--- src/rtl/port_a_mode1_handshake_pkg.sv ---
// Shared types and defaults for the 8255-style port A mode 1 handshake block.
// Holds the FSM state encoding and default data/synchronizer sizes.
package ppi_pkg;

    localparam int PPI_DW          = 8;
    localparam int PPI_SYNC_STAGES = 2;

    typedef enum logic [2:0] {
        IDLE,
        IN_EMPTY,
        IN_FULL,
        OUT_EMPTY,
        OUT_FULL
    } ppi_state_e;

    function automatic logic is_out(ppi_state_e s);
        return (s == OUT_EMPTY) || (s == OUT_FULL);
    endfunction

endpackage

--- src/rtl/port_a_mode1_handshake_if.sv ---
// Port A bus bundle: peripheral/CPU strobes and data plus handshake flags.
// slave = the handshake block, master = the peripheral/CPU side.
interface port_a_mode1_handshake_if
    import ppi_pkg::*;
#(
    parameter int DW = PPI_DW
) ();

    logic          stb_n;
    logic          ack_n;
    logic          rd_a_n;
    logic          wr_a_n;
    logic [DW-1:0] pa_in;
    logic [DW-1:0] cpu_data;
    logic [DW-1:0] pa_latch;
    logic [DW-1:0] pa_out;
    logic          pa_oe;
    logic          ibf;
    logic          obf_n;
    logic          intr;
    logic          inte;

    modport slave (
        input  stb_n, ack_n, rd_a_n, wr_a_n, pa_in, cpu_data,
        output pa_latch, pa_out, pa_oe, ibf, obf_n, intr, inte
    );

    modport master (
        output stb_n, ack_n, rd_a_n, wr_a_n, pa_in, cpu_data,
        input  pa_latch, pa_out, pa_oe, ibf, obf_n, intr, inte
    );

endinterface

--- src/rtl/port_a_mode1_handshake_sync_edge.sv ---
// Multi-flop synchronizer for an active-low strobe with rise/fall pulses.
// All stages reset to 1 so no edge is seen right after reset release.
module ppi_sync_edge
    import ppi_pkg::*;
#(
    parameter int STAGES = PPI_SYNC_STAGES
) (
    input  logic clk,
    input  logic rst_n,
    input  logic d,
    output logic rise,
    output logic fall
);

    logic [STAGES-1:0] sync_q;
    logic [STAGES-1:0] sync_d;
    logic              prev_q;
    logic              prev_d;

    always_comb begin
        sync_d = {sync_q[STAGES-2:0], d};
        prev_d = sync_q[STAGES-1];
    end

    always_ff @(posedge clk or negedge rst_n) begin
        if (!rst_n) begin
            sync_q <= '1;
            prev_q <= 1'b1;
        end else begin
            sync_q <= sync_d;
            prev_q <= prev_d;
        end
    end

    assign rise = sync_q[STAGES-1] & ~prev_q;
    assign fall = ~sync_q[STAGES-1] & prev_q;

endmodule

--- src/rtl/port_a_mode1_handshake.sv ---
// Port A mode 1 strobed I/O handshake (IBF/OBF/INTR/INTE).
// Optional PPI_OVERRUN_EN: keep first byte on overrun and flag it on ovr.
module port_a_mode1_handshake
    import ppi_pkg::*;
#(
    parameter int DW          = PPI_DW,
    parameter int SYNC_STAGES = PPI_SYNC_STAGES
) (
    input  logic clk,
    input  logic rst_n,
    input  logic mode1_en,
    input  logic dir_in,
    input  logic inte_set,
    input  logic inte_clr,
`ifdef PPI_OVERRUN_EN
    output logic ovr,
`endif
    port_a_mode1_handshake_if.slave bus
);

    ppi_state_e    state_q, state_d;
    logic [DW-1:0] pa_dly_q [SYNC_STAGES];
    logic [DW-1:0] pa_dly_d [SYNC_STAGES];
    logic [DW-1:0] latch_q, latch_d;
    logic [DW-1:0] out_q, out_d;
    logic          intr_q, intr_d;
    logic          inte_q, inte_d;
    logic          armed_q, armed_d;
`ifdef PPI_OVERRUN_EN
    logic          ovr_q, ovr_d;
`endif

    logic stb_rise, stb_fall;
    logic ack_rise, ack_fall;
    logic rd_rise, rd_fall;
    logic wr_rise, wr_fall;

    ppi_sync_edge #(.STAGES(SYNC_STAGES)) u_stb (
        .clk(clk), .rst_n(rst_n), .d(bus.stb_n),
        .rise(stb_rise), .fall(stb_fall)
    );

    ppi_sync_edge #(.STAGES(SYNC_STAGES)) u_ack (
        .clk(clk), .rst_n(rst_n), .d(bus.ack_n),
        .rise(ack_rise), .fall(ack_fall)
    );

    ppi_sync_edge #(.STAGES(SYNC_STAGES)) u_rd (
        .clk(clk), .rst_n(rst_n), .d(bus.rd_a_n),
        .rise(rd_rise), .fall(rd_fall)
    );

    ppi_sync_edge #(.STAGES(SYNC_STAGES)) u_wr (
        .clk(clk), .rst_n(rst_n), .d(bus.wr_a_n),
        .rise(wr_rise), .fall(wr_fall)
    );

    // Data follows the same depth as stb_n so the captured byte matches the strobe.
    always_comb begin
        pa_dly_d[0] = bus.pa_in;
        for (int i = 1; i < SYNC_STAGES; i++) begin
            pa_dly_d[i] = pa_dly_q[i-1];
        end
    end

    always_comb begin
        state_d = state_q;
        latch_d = latch_q;
        out_d   = out_q;
        intr_d  = intr_q;
        armed_d = armed_q;
`ifdef PPI_OVERRUN_EN
        ovr_d   = ovr_q;
`endif
        inte_d  = inte_q;
        if (inte_set) inte_d = 1'b1;
        if (inte_clr) inte_d = 1'b0;

        unique case (state_q)
            IDLE: begin
                if (mode1_en) state_d = dir_in ? IN_EMPTY : OUT_EMPTY;
            end
            IN_EMPTY: begin
                if (stb_fall) begin
                    latch_d = pa_dly_q[SYNC_STAGES-1];
                    state_d = IN_FULL;
                end
                if (rd_fall) intr_d = 1'b0;
            end
            IN_FULL: begin
                if (stb_fall) begin
`ifdef PPI_OVERRUN_EN
                    ovr_d   = 1'b1;
`else
                    latch_d = pa_dly_q[SYNC_STAGES-1];
`endif
                end else if (rd_rise) begin
                    state_d = IN_EMPTY;
`ifdef PPI_OVERRUN_EN
                    ovr_d   = 1'b0;
`endif
                end
                if (stb_rise && inte_q) intr_d = 1'b1;
                if (rd_fall) intr_d = 1'b0;
            end
            OUT_EMPTY, OUT_FULL: begin
                if (ack_rise && armed_q) begin
                    armed_d = 1'b0;
                    if (inte_q) intr_d = 1'b1;
                end
                if (wr_rise) begin
                    out_d   = bus.cpu_data;
                    intr_d  = 1'b0;
                    state_d = OUT_FULL;
                end else if (state_q == OUT_FULL && ack_fall) begin
                    armed_d = 1'b1;
                    state_d = OUT_EMPTY;
                end
                if (wr_fall) intr_d = 1'b0;
            end
            default: state_d = IDLE;
        endcase

        if (inte_clr) intr_d = 1'b0;

        if (!mode1_en) begin
            state_d = IDLE;
            latch_d = '0;
            out_d   = '0;
            intr_d  = 1'b0;
            inte_d  = 1'b0;
            armed_d = 1'b0;
`ifdef PPI_OVERRUN_EN
            ovr_d   = 1'b0;
`endif
        end
    end

    always_ff @(posedge clk or negedge rst_n) begin
        if (!rst_n) begin
            state_q <= IDLE;
            latch_q <= '0;
            out_q   <= '0;
            intr_q  <= 1'b0;
            inte_q  <= 1'b0;
            armed_q <= 1'b0;
            for (int i = 0; i < SYNC_STAGES; i++) pa_dly_q[i] <= '0;
        end else begin
            state_q <= state_d;
            latch_q <= latch_d;
            out_q   <= out_d;
            intr_q  <= intr_d;
            inte_q  <= inte_d;
            armed_q <= armed_d;
            for (int i = 0; i < SYNC_STAGES; i++) pa_dly_q[i] <= pa_dly_d[i];
        end
    end

`ifdef PPI_OVERRUN_EN
    always_ff @(posedge clk or negedge rst_n) begin
        if (!rst_n) ovr_q <= 1'b0;
        else        ovr_q <= ovr_d;
    end

    assign ovr = ovr_q;
`endif

    assign bus.pa_latch = latch_q;
    assign bus.pa_out   = out_q;
    assign bus.pa_oe    = is_out(state_q);
    assign bus.ibf      = (state_q == IN_FULL);
    assign bus.obf_n    = (state_q != OUT_FULL);
    assign bus.intr     = intr_q;
    assign bus.inte     = inte_q;

endmodule

--- src/flat_wrapper.sv ---
// flat-port wrapper written by rule: the top's interface ports become plain ports
module port_a_mode1_handshake_flat import ppi_pkg::*;
#(
    parameter int DW          = PPI_DW,
    parameter int SYNC_STAGES = PPI_SYNC_STAGES
)
  (clk, rst_n, mode1_en, dir_in, inte_set, inte_clr, bus_stb_n, bus_ack_n, bus_rd_a_n, bus_wr_a_n, bus_pa_in, bus_cpu_data, bus_pa_latch, bus_pa_out, bus_pa_oe, bus_ibf, bus_obf_n, bus_intr, bus_inte);
  port_a_mode1_handshake_if #(.DW(DW)) bus_i ();
  input  logic clk;
  input  logic rst_n;
  input  logic mode1_en;
  input  logic dir_in;
  input  logic inte_set;
  input  logic inte_clr;
  input wire logic [$bits(bus_i.stb_n)-1:0] bus_stb_n;
  input wire logic [$bits(bus_i.ack_n)-1:0] bus_ack_n;
  input wire logic [$bits(bus_i.rd_a_n)-1:0] bus_rd_a_n;
  input wire logic [$bits(bus_i.wr_a_n)-1:0] bus_wr_a_n;
  input wire logic [$bits(bus_i.pa_in)-1:0] bus_pa_in;
  input wire logic [$bits(bus_i.cpu_data)-1:0] bus_cpu_data;
  output wire logic [$bits(bus_i.pa_latch)-1:0] bus_pa_latch;
  output wire logic [$bits(bus_i.pa_out)-1:0] bus_pa_out;
  output wire logic [$bits(bus_i.pa_oe)-1:0] bus_pa_oe;
  output wire logic [$bits(bus_i.ibf)-1:0] bus_ibf;
  output wire logic [$bits(bus_i.obf_n)-1:0] bus_obf_n;
  output wire logic [$bits(bus_i.intr)-1:0] bus_intr;
  output wire logic [$bits(bus_i.inte)-1:0] bus_inte;
  assign bus_i.stb_n = bus_stb_n;
  assign bus_i.ack_n = bus_ack_n;
  assign bus_i.rd_a_n = bus_rd_a_n;
  assign bus_i.wr_a_n = bus_wr_a_n;
  assign bus_i.pa_in = bus_pa_in;
  assign bus_i.cpu_data = bus_cpu_data;
  assign bus_pa_latch = bus_i.pa_latch;
  assign bus_pa_out = bus_i.pa_out;
  assign bus_pa_oe = bus_i.pa_oe;
  assign bus_ibf = bus_i.ibf;
  assign bus_obf_n = bus_i.obf_n;
  assign bus_intr = bus_i.intr;
  assign bus_inte = bus_i.inte;
  port_a_mode1_handshake #(.DW(DW), .SYNC_STAGES(SYNC_STAGES)) u_core (.clk(clk), .rst_n(rst_n), .mode1_en(mode1_en), .dir_in(dir_in), .inte_set(inte_set), .inte_clr(inte_clr), .bus(bus_i));
endmodule
--- config.mk ---
export PLATFORM = sky130hd
export DESIGN_NAME = port_a_mode1_handshake_flat
export DESIGN_NICKNAME = d
export VERILOG_FILES = /design/src/rtl/port_a_mode1_handshake_pkg.sv /design/src/rtl/port_a_mode1_handshake_if.sv /design/src/rtl/port_a_mode1_handshake_sync_edge.sv /design/src/rtl/port_a_mode1_handshake.sv /design/src/flat_wrapper.sv
export SDC_FILE = /design/constraint.sdc
export NUM_CORES = 1
export LEC_CHECK = 0
export ABC_AREA = 1
export ABC_CLOCK_PERIOD_IN_PS = 4350
export BUFFER_PORTS_ARGS = -buffer_cell sky130_fd_sc_hd__buf_2
export CORE_AREA = 2 2 66 68
export CTS_CLUSTER_SIZE = 25
export DETAILED_ROUTE_END_ITERATION = 8
export DIE_AREA = 0 0 68 70
export PLACE_DENSITY = 0.82
export SYNTH_ARGS = -nofsm -noshare
export SYNTH_HDL_FRONTEND = slang
export SYNTH_SLANG_ARGS = --single-unit
--- constraint.sdc ---
create_clock -name clk -period 4.35 [get_ports clk]
set_clock_uncertainty 0.15 [all_clocks]
set_input_delay 0 -clock clk [delete_from_list [all_inputs] [get_ports clk]]
set_output_delay 0 -clock clk [all_outputs]
set_load 0.005 [all_outputs]
* After elaboration in Yosys (flattened, before gate mapping)
Cells that the tools add are included.
** Word-level totals
- Bits in latches :: 0
- Logic and storage cells :: 94
- Output and inout bits :: 21
- Memories :: 0
- Memory bits (writable) :: 0
- Register bits after elaboration :: 50
- Bits of input ports :: 26
- Memory bits (read-only) :: 0
** Cells by class
- Add/sub/neg operators :: 0
- $lt $le $gt $ge :: 0
- $mul :: 0
- Mux-type cells :: 32
- Div/mod/pow operators :: 0
- Reductions and logical operators :: 11
- Shift-type cells :: 0
- Bitwise operators :: 16
- Equality and inequality tests :: 19
** Operators with widths (count)
- $mux 8 :: 6
- $mux 3 :: 6
- $mux 1 :: 17
- $ne 6x5->1 const B :: 2
- $pmux 3 s4 :: 1
- $and 1x1->1 :: 8
- $ne 4x3->1 const B :: 2
- $not 1->1 :: 8
- $eq 3x2->1 const B :: 2
- $ne 2x1->1 const B :: 3
- $ne 3x2->1 const B :: 2
- $ne 3x3->1 const B :: 2
- $ne 5x1->1 const B :: 1
- $ne 5x3->1 const B :: 1
- $reduce_and 5->1 :: 1
- $reduce_and 2->1 :: 2
- $reduce_and 4->1 :: 1
- $reduce_or 2->1 :: 2
- $eq 3x1->1 const B :: 1
- $eq 3x3->1 const B :: 1
- $logic_and 1x1->1 :: 3
- $logic_not 3->1 :: 1
- $ne 3x1->1 const B :: 1
- $pmux 1 s3 :: 1
- 3 further kinds :: 3

* Longest topological paths before layout
- Depth in word-level cells :: 9
- Mapped depth :: 9

* By module
Synthesis repeated with hierarchy kept, for this count alone.
** Second synthesis, totals
- Cell total of the unflattened synthesis :: 184
- Area, all modules :: 1906.8 µm²
** By module, submodules not included
- port_a_mode1_handshake :: cells each 156, times used 1, area an instance 1531.5 µm², sequential area each 950.9 µm²
- ppi_sync_edge :: cells each 7, times used 4, area an instance 93.8 µm², sequential area each 78.8 µm²

* Worst setup path before layout
Ideal clock, no wire load.
- Kind :: register to register
- Start :: register u_core.u_wr.prev_q
- End :: register u_core.state_q[0]
- Setup slack :: 2.853 ns
- Path buffers :: 0
- Setup time :: 0.116 ns
- Clock period less this slack :: 1.497 ns
- Stages on the path, launching flop included :: 9
- Arrival :: 1.231 ns
- Required time :: 4.084 ns
- Cells stage by stage :: dfstp_2 -> inv_1 -> ha_1 -> nor2_1 -> nand3_1 -> nor2_1 -> nor2_1 -> nand2_1 -> nand2_1
** Between the ends
- Longest elaborated chain between the ends :: 5
** Ends and longest elaborated chain
- start, declared :: line port_a_mode1_handshake_sync_edge.sv:17 : logic prev_q;
- start signal, assigned :: line port_a_mode1_handshake_sync_edge.sv:31 : prev_q <= prev_d;
- $not 1->1 (*) :: line port_a_mode1_handshake_sync_edge.sv:35 : assign rise = sync_q[STAGES-1] & ~prev_q;
- $and 1x1->1 (*) :: line port_a_mode1_handshake_sync_edge.sv:35
- $mux 3 :: line port_a_mode1_handshake.sv:111 : if (wr_rise) begin
- $pmux 3 s4 :: line port_a_mode1_handshake.sv:79 : unique case (state_q)
- $mux 3 :: line port_a_mode1_handshake.sv:126 : if (!mode1_en) begin
- end signal, assigned :: line port_a_mode1_handshake.sv:149 : state_q <= state_d;
- end, declared :: line port_a_mode1_handshake.sv:21 : ppi_state_e state_q, state_d;
Every way passes the cells marked *; elsewhere a longest branch is shown, timed or not.
A chain may end at the register's enable or synchronous reset.

* Worst setup path in the final report
- Start :: register u_core.state_q[0]
- End :: register u_core.out_q[3], in the netlist u_core.bus.pa_out[3]
** Between the ends
- Longest elaborated chain between the ends :: 4
** Ends and longest elaborated chain
- $eq 3x2->1 or $eq 3x3->1 (tied branches) :: line port_a_mode1_handshake.sv:79
- $reduce_or 2->1 (*) :: line port_a_mode1_handshake.sv:79
- $ne 2x1->1 (no line) (*)
- $reduce_and 2->1 (no line) (*)
- end signal, assigned :: line port_a_mode1_handshake.sv:151 : out_q <= out_d;
- end, declared :: line port_a_mode1_handshake.sv:25 : logic [DW-1:0] out_q, out_d;
Marks and branches as above.

==> impl_metrics.json <==
{
  "run_status": "finished, final reports clean",
  "syn2layout_area_growth_pct": 35.8,
  "ant_nets": 0,
  "slowest_stage": "dlygate4sd3_1",
  "dr.pass1.iters": 4,
  "dieArea_um2": 4760,
  "instances_no_fill": 329,
  "portBuffers": 46,
  "worstPathCellList": "o21ai_2 > nand2_4 > inv_6 > nand2_8 > nor2_8 > nand2_1 > nand2_1 > dlygate4sd3_1",
  "dpl.hpwl_um": 2400,
  "cts.sinks": 50,
  "fin_crit_ns": 2.10,
  "finalMaxSlewViolations": 0,
  "start_kind": "flop",
  "cts_tree": "done",
  "power_frac_seq_pct": 51.6,
  "endpoint_kind": "flop",
  "pin_count": 47,
  "netlist_area_um2": 1940,
  "synth_cell_types": 25,
  "netlist_instances": 193,
  "antenna_cells": 0,
  "slowest_delay_ns": 0.56,
  "setup_ws_ns": 2.25,
  "rrSetupSlack_ns": 2.25,
  "grt_setup_unrepaired": "no",
  "grt_max_degree": 51,
  "syn_area_per_cell_um2": 10.1,
  "peakVddDrop_uv": 334,
  "multiInputGateArea_um2": 582,
  "core_um2": 4140,
  "fmax_mhz": 475,
  "synth_area_leaders": "dfrtp_1, dfstp_2, nand2_1",
  "path_class": "reg2reg",
  "start_util_pct": 46.9,
  "p_leak_nw": 1.39,
  "drc_errors": 0,
  "synth_seq_cells": 50,
  "power_density_nw_per_um2": 395,
  "clk_pin_slew_worst_paths_ns": 0.09,
  "drt_iter0_drc": 104,
  "grt_pass1_wl_um": 6580,
  "vias_per_cell": 4.71,
  "power.switching_uw": 324,
  "die_x_um": 68,
  "synth_area_leader_cell": "dfrtp_1",
  "postRouteWirelength_um": 3910,
  "root_buffer": "clkbuf_8",
  "yosysWarningCount": 0,
  "swShare_pct": 31.0,
  "seq_area_um2": 1270,
  "dp_cells": 287,
  "crit_path_start": "u_core.state_q[0]$_DFFE_PN0P_",
  "relSlewSlack_pct": 31.0,
  "hold_viol_final": 0,
  "antenna_found_initial": 0,
  "pwr-share-comb_pct": 23.9,
  "synth_top_area_share_pct": 48.9,
  "grt_overflow": 0,
  "first_global_vias": 1488,
  "postSynthNetCount": 220,
  "required_ns": 4.43,
  "timing.hold.ws_ns": 0.190,
  "critPathMaxFanout": 9,
  "grt_util_all_layers_pct": 18.5,
  "crit_top_cell": "nand2_1",
  "reg2reg_depth": 8,
  "setup_violations": 0,
  "dp_slack_ns": 2.76,
  "post_cts_buffers": 0,
  "hold_path_class": "in2reg",
  "chipHeight_um": 70,
  "nFillCells": 335,
  "hold_end": "u_core.pa_dly_d[1]$_DFF_PN0_",
  "nets": 303,
  "gp_congestion": 0.879,
  "layout-drive-gt1-share_pct": 27.8,
  "drv_cap": 0,
  "vias": 1549,
  "intPower_uw": 720,
  "period_share_pct": 48.4,
  "clock_path_buffers": 2,
  "worstReg2RegEnd": "u_core.bus.pa_out[3]$_DFFE_PN0P_",
  "r2r_start": "u_core.state_q[0]$_DFFE_PN0P_",
  "htreeDepth": 2,
  "clockPowerShare_pct": 24.5,
  "insertion_delay_ns": 0.29,
  "min_from": "bus_pa_in[1]",
  "rows": 24,
  "yosysSeqAreaShare_pct": 65.1,
  "finish.utilization_pct": 63.7,
  "cts_buffers": 5,
  "worstPathArrival_ns": 2.18,
  "wl_per_cell_um": 11.9,
  "tns_ns": 0,
  "min_path_cells": 2,
  "worst_pin_slew_ns": 1.03
}
==> state kept, by name, indices dropped and copies added (netlist names) <==
name and flops:
u_core.bus.pa_latch 8, u_core.bus.pa_out 8, u_core.pa_dly_d 8, u_core.pa_dly_q 8, u_core.state_q 3, u_core.u_ack.sync_q 2, u_core.u_rd.sync_q 2, u_core.u_stb.sync_q 2
u_core.u_wr.sync_q 2, u_core.armed_q 1, u_core.bus.inte 1, u_core.bus.intr 1, u_core.u_ack.prev_q 1, u_core.u_rd.prev_q 1, u_core.u_stb.prev_q 1, u_core.u_wr.prev_q 1
==> logic make-up after synthesis <==
kind of cell    share of synthesized area [%]
simple gates                             25.4
buf+inv                                  4.95
flops                                    65.1
fa+ha+maj                               0.643
compound gates                           3.93
==> area by class of cell <==
| type | instances | area share [%] |
|---|---|---|
| clock buffers | 7 | 2.89 |
| clock inverters | 1 | 0.284 |
| inverters | 18 | 2.75 |
| multi-input cells | 121 | 22.0 |
| flip-flops and latches | 50 | 48.0 |
| well taps | 52 | 2.46 |
| repair buffers | 80 | 21.6 |
==> worst max-delay path by stage <==
stage,endpoint,cells after the start
final,u_core.bus.pa_out[3]$_DFFE_PN0P_,8
after global routing,u_core.bus.pa_out[4]$_DFFE_PN0P_,8
after CTS,u_core.bus.pa_out[5]$_DFFE_PN0P_,8
after detailed placement,u_core.bus.pa_latch[3]$_DFFE_PN0P_,6
after global placement,u_core.state_q[0]$_DFFE_PN0P_,8
after floorplan,u_core.state_q[0]$_DFFE_PN0P_,8
==> power groups by stage <==
| stage | Sequential [mW] | Combinational (mW) | Clock (mW) |
|---|---|---|---|
| 5_1_grt | 0.545 | 0.283 | 0.283 |
| 4_1_cts | 0.538 | 0.252 | 0.263 |
| 6_report | 0.539 | 0.250 | 0.255 |
| 3_5_place_dp | 0.546 | 0.228 | 0 |
| 2_1_floorplan | 0.532 | 0.178 | 0 |
| 3_3_place_gp | 0.545 | 0.222 | 0 |
==> placed cells by master (no fill, tap or decap) <==
cell type and n:
a21oi_1 8, dfstp_2 12, ha_1 1, buf_2 46, nor2_1 13, dlygate4sd3_1 34, dfrtp_1 38, nand2_8 1
nand2_2 1, inv_2 3, nand3_1 23, o21ai_1 3, clkbuf_1 2, nor2_4 1, nor2_2 2, inv_1 14
nor2_8 1, clkinvlp_4 1, clkbuf_8 5, o21ai_0 1, nor3_1 1, nand4_1 1, nand2_1 60, inv_6 1
nand2_4 2, o21a_1 1, o21ai_2 1
==> stage by stage <==
step | power, mW | cell area, um2
after detailed placement | 0.775 | 2220
after floorplan | 0.711 | 1940
final | 1.04 | 2640
after global routing | 1.11 | 2640
after CTS | 1.05 | 2640
after global placement | 0.768 | 2220
==> cells in the mapped netlist <==
master	n
inv_6	1
inv_1	14
o21ai_1	3
nor2_4	1
nand3_1	23
inv_2	3
ha_1	1
o21a_1	1
nor3_1	1
nor2_1	13
buf_1	1
nand2_1	60
buf_4	2
nand4_1	1
dfstp_2	12
o21ai_0	1
o21ai_2	1
nand2_8	1
nor2_8	1
a21oi_1	8
nand2_4	2
nor2_2	2
dfrtp_1	38
nand2_2	1
buf_2	1
==> per-layer routing <==
layer	track usage, %	wire [um]	up-vias
li1	-	-	768
met1	23.4	1600	739
met2	30.2	2060	36
met3	5.15	192	6
met4	6.00	60	0
met5	0	0	-
==> timing repair <==
item / 4_1_cts / 5_1_grt
hold endpoints to repair: 65 / 0
endpoints found under the setup margin: 0 / 0
hold buffers: 34 / 0
gates resized for setup: 0 / 0
==> worst max-delay path, delay by kind of cell (launching register included) <==
family | cells | cell delay, ns
AO/OA/AOI/OAI | 1 | 0.31
buffers and inverters | 2 | 0.65
flip-flops | 1 | 0.48
AND/OR/NAND/NOR | 5 | 0.46
Note: power is estimated with default switching activity, not from simulation.
